### config.mk
export PLATFORM = sky130hd
export DESIGN_NAME = snake_ctrl
export DESIGN_NICKNAME = d
export VERILOG_FILES = /design/src/rtl/snake_pkg.sv /design/src/rtl/snake_step_timer.sv /design/src/rtl/snake_ctrl.sv
export SDC_FILE = /design/constraint.sdc
export NUM_CORES = 1
export LEC_CHECK = 0
export CAP_MARGIN = 15
export CELL_PAD_IN_SITES_DETAIL_PLACEMENT = 1
export CELL_PAD_IN_SITES_GLOBAL_PLACEMENT = 1
export CORE_MARGIN = 8
export CORE_UTILIZATION = 34
export CTS_CLUSTER_SIZE = 24
export DETAILED_ROUTE_END_ITERATION = 16
export PLACE_DENSITY = 0.87
export SLEW_MARGIN = 0
export SYNTH_ARGS = -nofsm -noshare
export SYNTH_HDL_FRONTEND = slang
export SYNTH_SLANG_ARGS = --single-unit
### constraint.sdc
create_clock -name clk -period 2.8 [get_ports clk]
set_clock_uncertainty 0.1 [all_clocks]
set_input_delay 0.7 -clock clk [delete_from_list [all_inputs] [get_ports clk]]
set_output_delay 0.7 -clock clk [all_outputs]
set_load 0.05 [all_outputs]
### src/rtl/snake_pkg.sv
// Shared types and playfield limits for the snake game sequencer.
package snake_pkg;

  typedef enum logic [1:0] {
    LEFT  = 2'd0,
    RIGHT = 2'd1,
    UP    = 2'd2,
    DOWN  = 2'd3
  } dir_t;

  typedef enum logic [2:0] {
    IDLE,
    RUN,
    STEP,
    CHECK,
    EAT,
    DEAD
  } state_t;

  localparam int GRID  = 20;
  localparam int X_MIN = 20;
  localparam int X_MAX = 600;
  localparam int Y_MIN = 20;
  localparam int Y_MAX = 440;

  function automatic logic wall_hit(input logic [9:0] x, input logic [8:0] y);
    return (x < 10'(X_MIN)) || (x > 10'(X_MAX)) ||
           (y < 9'(Y_MIN))  || (y > 9'(Y_MAX));
  endfunction

endpackage

### src/rtl/snake_step_timer.sv
// Frame counter that fires once per move interval; the interval shrinks
// by one frame every SPEEDUP_EVERY eats, down to MIN_FRAMES.
module snake_step_timer #(
  parameter int FRAMES_PER_STEP = 8,
  parameter int MIN_FRAMES      = 3,
  parameter int SPEEDUP_EVERY   = 4
) (
  input  logic clk,
  input  logic rst_n,
  input  logic clear,
  input  logic eat,
  input  logic frame_stb,
  output logic expire
);

  localparam int CW = $clog2(FRAMES_PER_STEP + 1);
  localparam int EW = $clog2(SPEEDUP_EVERY + 1);

  logic [CW-1:0] frame_cnt;
  logic [CW-1:0] interval;
  logic [EW-1:0] eat_cnt;

  assign expire = frame_stb && (frame_cnt == interval - CW'(1));

  always_ff @(posedge clk or negedge rst_n) begin
    if (!rst_n) begin
      frame_cnt <= '0;
      interval  <= CW'(FRAMES_PER_STEP);
      eat_cnt   <= '0;
    end else if (clear) begin
      frame_cnt <= '0;
      interval  <= CW'(FRAMES_PER_STEP);
      eat_cnt   <= '0;
    end else begin
      if (frame_stb) begin
        frame_cnt <= expire ? '0 : frame_cnt + CW'(1);
      end
      if (eat) begin
        if (eat_cnt == EW'(SPEEDUP_EVERY - 1)) begin
          eat_cnt <= '0;
          if (interval > CW'(MIN_FRAMES)) begin
            interval <= interval - CW'(1);
          end
        end else begin
          eat_cnt <= eat_cnt + EW'(1);
        end
      end
    end
  end

endmodule

### src/rtl/snake_ctrl.sv
// Snake game sequencer: paces move steps from the frame strobe, arbitrates
// buttons into a legal direction and resolves wall/body/food after each step.
module snake_ctrl
  import snake_pkg::*;
#(
  parameter int INIT_LEN        = 4,
  parameter int MAX_LEN         = 14,
  parameter int FRAMES_PER_STEP = 8,
  parameter int MIN_FRAMES      = 3,
  parameter int SPEEDUP_EVERY   = 4
) (
  input  logic       clk,
  input  logic       rst_n,
  input  logic       frame_stb,
  input  logic       btn_u,
  input  logic       btn_l,
  input  logic       btn_d,
  input  logic       btn_r,
  input  logic [9:0] head_x,
  input  logic [8:0] head_y,
  input  logic [9:0] food_x,
  input  logic [8:0] food_y,
  input  logic       body_hit,
  output logic [1:0] dir,
  output logic       step,
  output logic       grow,
  output logic       food_req,
  output logic       restart,
  output logic [3:0] len,
  output logic       game_over
);

  state_t state, state_n;
  dir_t   dir_q, pending, win;
  logic   any_btn, expire, released, restart_n;

  assign any_btn = btn_u | btn_l | btn_d | btn_r;
  assign dir     = dir_q;

  always_comb begin
    win = RIGHT;
    if (btn_u)      win = UP;
    else if (btn_l) win = LEFT;
    else if (btn_d) win = DOWN;
  end

  snake_step_timer #(
    .FRAMES_PER_STEP (FRAMES_PER_STEP),
    .MIN_FRAMES      (MIN_FRAMES),
    .SPEEDUP_EVERY   (SPEEDUP_EVERY)
  ) u_timer (
    .clk       (clk),
    .rst_n     (rst_n),
    .clear     (state == IDLE),
    .eat       (state == EAT),
    .frame_stb (frame_stb && (state == RUN)),
    .expire    (expire)
  );

  always_ff @(posedge clk or negedge rst_n) begin
    if (!rst_n) state <= IDLE;
    else        state <= state_n;
  end

  always_comb begin
    state_n   = state;
    restart_n = 1'b0;
    case (state)
      IDLE:  if (any_btn) state_n = RUN;
      RUN:   if (expire) state_n = STEP;
      STEP:  state_n = CHECK;
      // Death is tested first so a fatal move onto food never counts as an eat.
      CHECK: begin
        if (wall_hit(head_x, head_y) || body_hit)           state_n = DEAD;
        else if ((head_x == food_x) && (head_y == food_y))  state_n = EAT;
        else                                                state_n = RUN;
      end
      EAT:   state_n = RUN;
      DEAD: begin
        if (released && any_btn) begin
          state_n   = IDLE;
          restart_n = 1'b1;
        end
      end
      default: state_n = IDLE;
    endcase
  end

  // Pulses are registered from the next state so they line up with it.
  always_ff @(posedge clk or negedge rst_n) begin
    if (!rst_n) begin
      step      <= 1'b0;
      grow      <= 1'b0;
      food_req  <= 1'b0;
      restart   <= 1'b0;
      game_over <= 1'b0;
      len       <= 4'(INIT_LEN);
      released  <= 1'b0;
    end else begin
      step      <= (state_n == STEP);
      grow      <= (state_n == EAT) && (len < 4'(MAX_LEN));
      food_req  <= (state_n == EAT);
      restart   <= restart_n;
      game_over <= (state_n == DEAD);
      if (restart_n)                                  len <= 4'(INIT_LEN);
      else if ((state_n == EAT) && (len < 4'(MAX_LEN))) len <= len + 4'd1;
      if (state != DEAD)   released <= 1'b0;
      else if (!any_btn)   released <= 1'b1;
    end
  end

  always_ff @(posedge clk or negedge rst_n) begin
    if (!rst_n) begin
      dir_q   <= RIGHT;
      pending <= RIGHT;
    end else if (restart_n) begin
      dir_q   <= RIGHT;
      pending <= RIGHT;
    end else begin
      if (((state == IDLE) || (state == RUN)) && any_btn &&
          (win != dir_t'(dir_q ^ 2'b01))) begin
        pending <= win;
      end
      if ((state == RUN) && expire && (pending != dir_t'(dir_q ^ 2'b01))) begin
        dir_q <= pending;
      end
    end
  end

endmodule

==> qor.yml <==
run_status:
  run_status: "finished, final reports clean"
pwr:
  power.sequential.fraction_pct: 42.0
  p_total_uw: 1350
  power.ir.vdd_worst_mv: 0.230
  power_density_over_the_cells_nw_per_um2: 536
  power.net_switching_uw: 458
  comb_power_share_pct: 34.8
  switching_share_pct: 33.9
  p_int_uw: 893
  power_frac_clock_pct: 23.2
  leakage_uw: 0.00103
grt:
  wire_length_of_the_first_global_routing_pass_um: 8950
  grt_max_degree: 29
  grt_pass1_vias: 1878
  grt_remaining_overflow: 0
  grtUsageTotal_pct: 14.9
  initial_antenna_violation_count: 0
logic_synthesis:
  synth_top_flop_cell: "dfrtp_1"
  synth.net_count: 237
  yosysSeqAreaShare_pct: 40.7
  yosys.cell_count.top_type: "dfrtp_1"
  synth_area_per_cell_um2: 9.27
  synth_area_um2: 1730
  post_synth_inst_count: 187
  synthTopCellsByArea: "dfrtp_1 (35%), xnor2_1 (11%), dfstp_2 (6.1%)"
  synth.ff_latch_count: 28
  synth_enable_flop_cells: 0
  synthDistinctLibCells: 47
  synth_common_cells: "dfrtp_1 (24), xnor2_1 (21), nand2_1 (19), o21ai_0 (12), a21oi_1 (10)"
  synth-async-reset-ratio_pct: 100
  yosysTopAreaCellShare_pct: 34.7
  ys_warn_count: 0
  yosys.area.top_type: "dfrtp_1"
timing:
  maxClockFrequency_mhz: 377
  final.min_clock_period_ns: 2.66
  worst-slew-pin-transition_ns: 0.514
  slew_headroom_pct: 65.6
  rsz0062_at_grt: "no"
  slew_violations: 0
  final.period_utilization_pct: 94.9
  setup_viol_count_final: 0
  hold_viol_final: 0
placed_design:
  hpwl_um: 4460
  io_buffers: 56
  dp_cells: 320
  globalplace.congestion: 0.779
  placedInstanceArea_um2: 2450
route:
  drt_wl_total_um: 5250
  routed-via-count: 1660
  routedWlPerCell_um: 16.2
  viasPerCell: 5.12
  drt_first_pass_iters: 4
  post-route-drc-count: 0
  initialDrtViolationCount: 66
  route.antenna.remaining_nets: 0
floorplan:
  core_area_um2: 5010
  floorplan.rows: 26
  initial_standard_cell_utilization_of_the_core_pct: 34.6
  die_height_um: 87.4
  boundaryPins: 57
  die_w_um: 87.4
  total_die_area_um2: 7640
worst_setup_path:
  critical_path_arrival_ns: 2.72
  crit_path_start_kind: "input port"
  end_kind: "flop"
  r2r_cells: 8
  rrSetupSlack_ns: 0.80
  crit_fanout: 5
  crit_required_ns: 2.86
  worst-setup-path-type: "input port to flop"
finish:
  num-nets-final: 305
  fin_util_pct: 50.3
  area.growth.synth_to_final_pct: 45.3
  post-route-cell-area_um2: 2520
  count_of_antenna_diodes_in_the_layout: 0
  n_fill_cell: 601
  final_layout_size_suffix_gt1_share_pct: 9.84
  layoutNonFillerInstCount: 324
clock_network:
  ctsLongestPathBuffers: 2
  root_buffer: "clkbuf_8"
  clock_sinks: 28
  tritoncts: "yes"
  holdBufCountCts: 0
  htreeDepth: 1
  clkTransAtPathRegs_ns: 0.09
  post_cts_resize_count: 0
  post-cts-setup-buffer-count: 0
  clkLatencyLatePin_ns: 0.27
  cts-buffers-inserted: 3
worst_hold_path:
  hold_class: "flop to flop"
  holdPathStages: 1
job:
  drv.max_cap_violation_count: 0
[logic make-up (layout without fill, tap and decap cells)]
group / Yosys count / in the layout / synth area share [%]
fa+ha+maj: 4 / 4 / 2.89
buf+inv: 13 / 80 / 3.10
simple gates: 68 / 68 / 21.8
flops: 28 / 28 / 40.7
mux: 1 / 1 / 0.578
compound gates: 46 / 46 / 17.3
xor+xnor: 27 / 27 / 13.6
[metrics by stage]
step           TNS (ns)  hold slack [ns]  setup slack (ns)
2_1_floorplan         0            0.304             0.535
3_5_place_dp     -0.316            0.396            -0.108
4_1_cts               0            0.417             0.145
6_report              0            0.411             0.144
5_1_grt               0            0.458            0.0195
3_3_place_gp          0            0.372           0.00607
[metal layers]
metal	vias up	share of wire, %	track usage, %
met5	-	0	0
met4	0	1.7	5.63
met3	6	6.6	4.06
met2	53	52	27.0
met1	800	40	15.9
li1	801	-	-
[layout by cell type, fill, tap and decap left out, types with 9 or more instances in the layout]
master / netlist / routed
nor2_1: 9 / 9
nand2_1: 19 / 19
dfrtp_1: 24 / 24
buf_4: 1 / 12
xnor2_1: 21 / 21
o21ai_0: 12 / 12
a21oi_1: 10 / 10
clkdlybuf4s50_1: 0 / 56
[critical path, stage by stage]
cell             delay, ns
clkdlybuf4s50_1       0.55
xnor2_1               0.14
nand4_1               0.13
nor4_1                0.35
buf_4                 0.18
and3_1                0.26
nand2_1               0.11
a32o_1                0.29
[sequential cells by signal, indices dropped and copies added, names as in the netlist]
| register | count |
|---|---|
| u_timer.frame_cnt | 4 |
| step | 1 |
| grow | 1 |
| state | 3 |
| pending | 2 |
| game_over | 1 |
| restart | 1 |
| food_req | 1 |
| u_timer.interval | 4 |
| len | 4 |
| dir | 2 |
| u_timer.eat_cnt | 3 |
| released | 1 |
[power by group through the flow]
stage	logic (uW)	registers [uW]	clock network, uW
floorplan	253	592	0
global placement	445	569	0
detailed placement	469	576	0
CTS	476	568	321
global route	513	581	340
finish	469	567	314
[worst paths after layout]
kind                                                  from                         endpoint
setup / recovery                                 head_y[8]               len[1]$_DFFE_PN0P_
min in group asynchronous                            rst_n  u_timer.interval[0]$_DFFE_PN0P_
hold reg to reg             u_timer.eat_cnt[2]$_DFFE_PN0P_   u_timer.eat_cnt[2]$_DFFE_PN0P_
max in group asynchronous                            rst_n               len[2]$_DFFE_PN1P_
setup reg to reg           u_timer.interval[0]$_DFFE_PN0P_               dir[0]$_DFFE_PN1P_
hold / removal              u_timer.eat_cnt[2]$_DFFE_PN0P_   u_timer.eat_cnt[2]$_DFFE_PN0P_
[layout make-up]
| class | instances | area, um2 | area share (%) |
|---|---|---|---|
| Clock inverter | 1 | 30.0 | 1.19 |
| Sequential cell | 28 | 706 | 28.0 |
| Timing Repair Buffer | 68 | 651 | 25.8 |
| Tap cell | 70 | 87.6 | 3.48 |
| Inverter | 8 | 30.0 | 1.19 |
| Multi-Input combinational cell | 146 | 973 | 38.6 |
| Clock buffer | 3 | 41.3 | 1.64 |
Power figures use the tool's default switching activity.
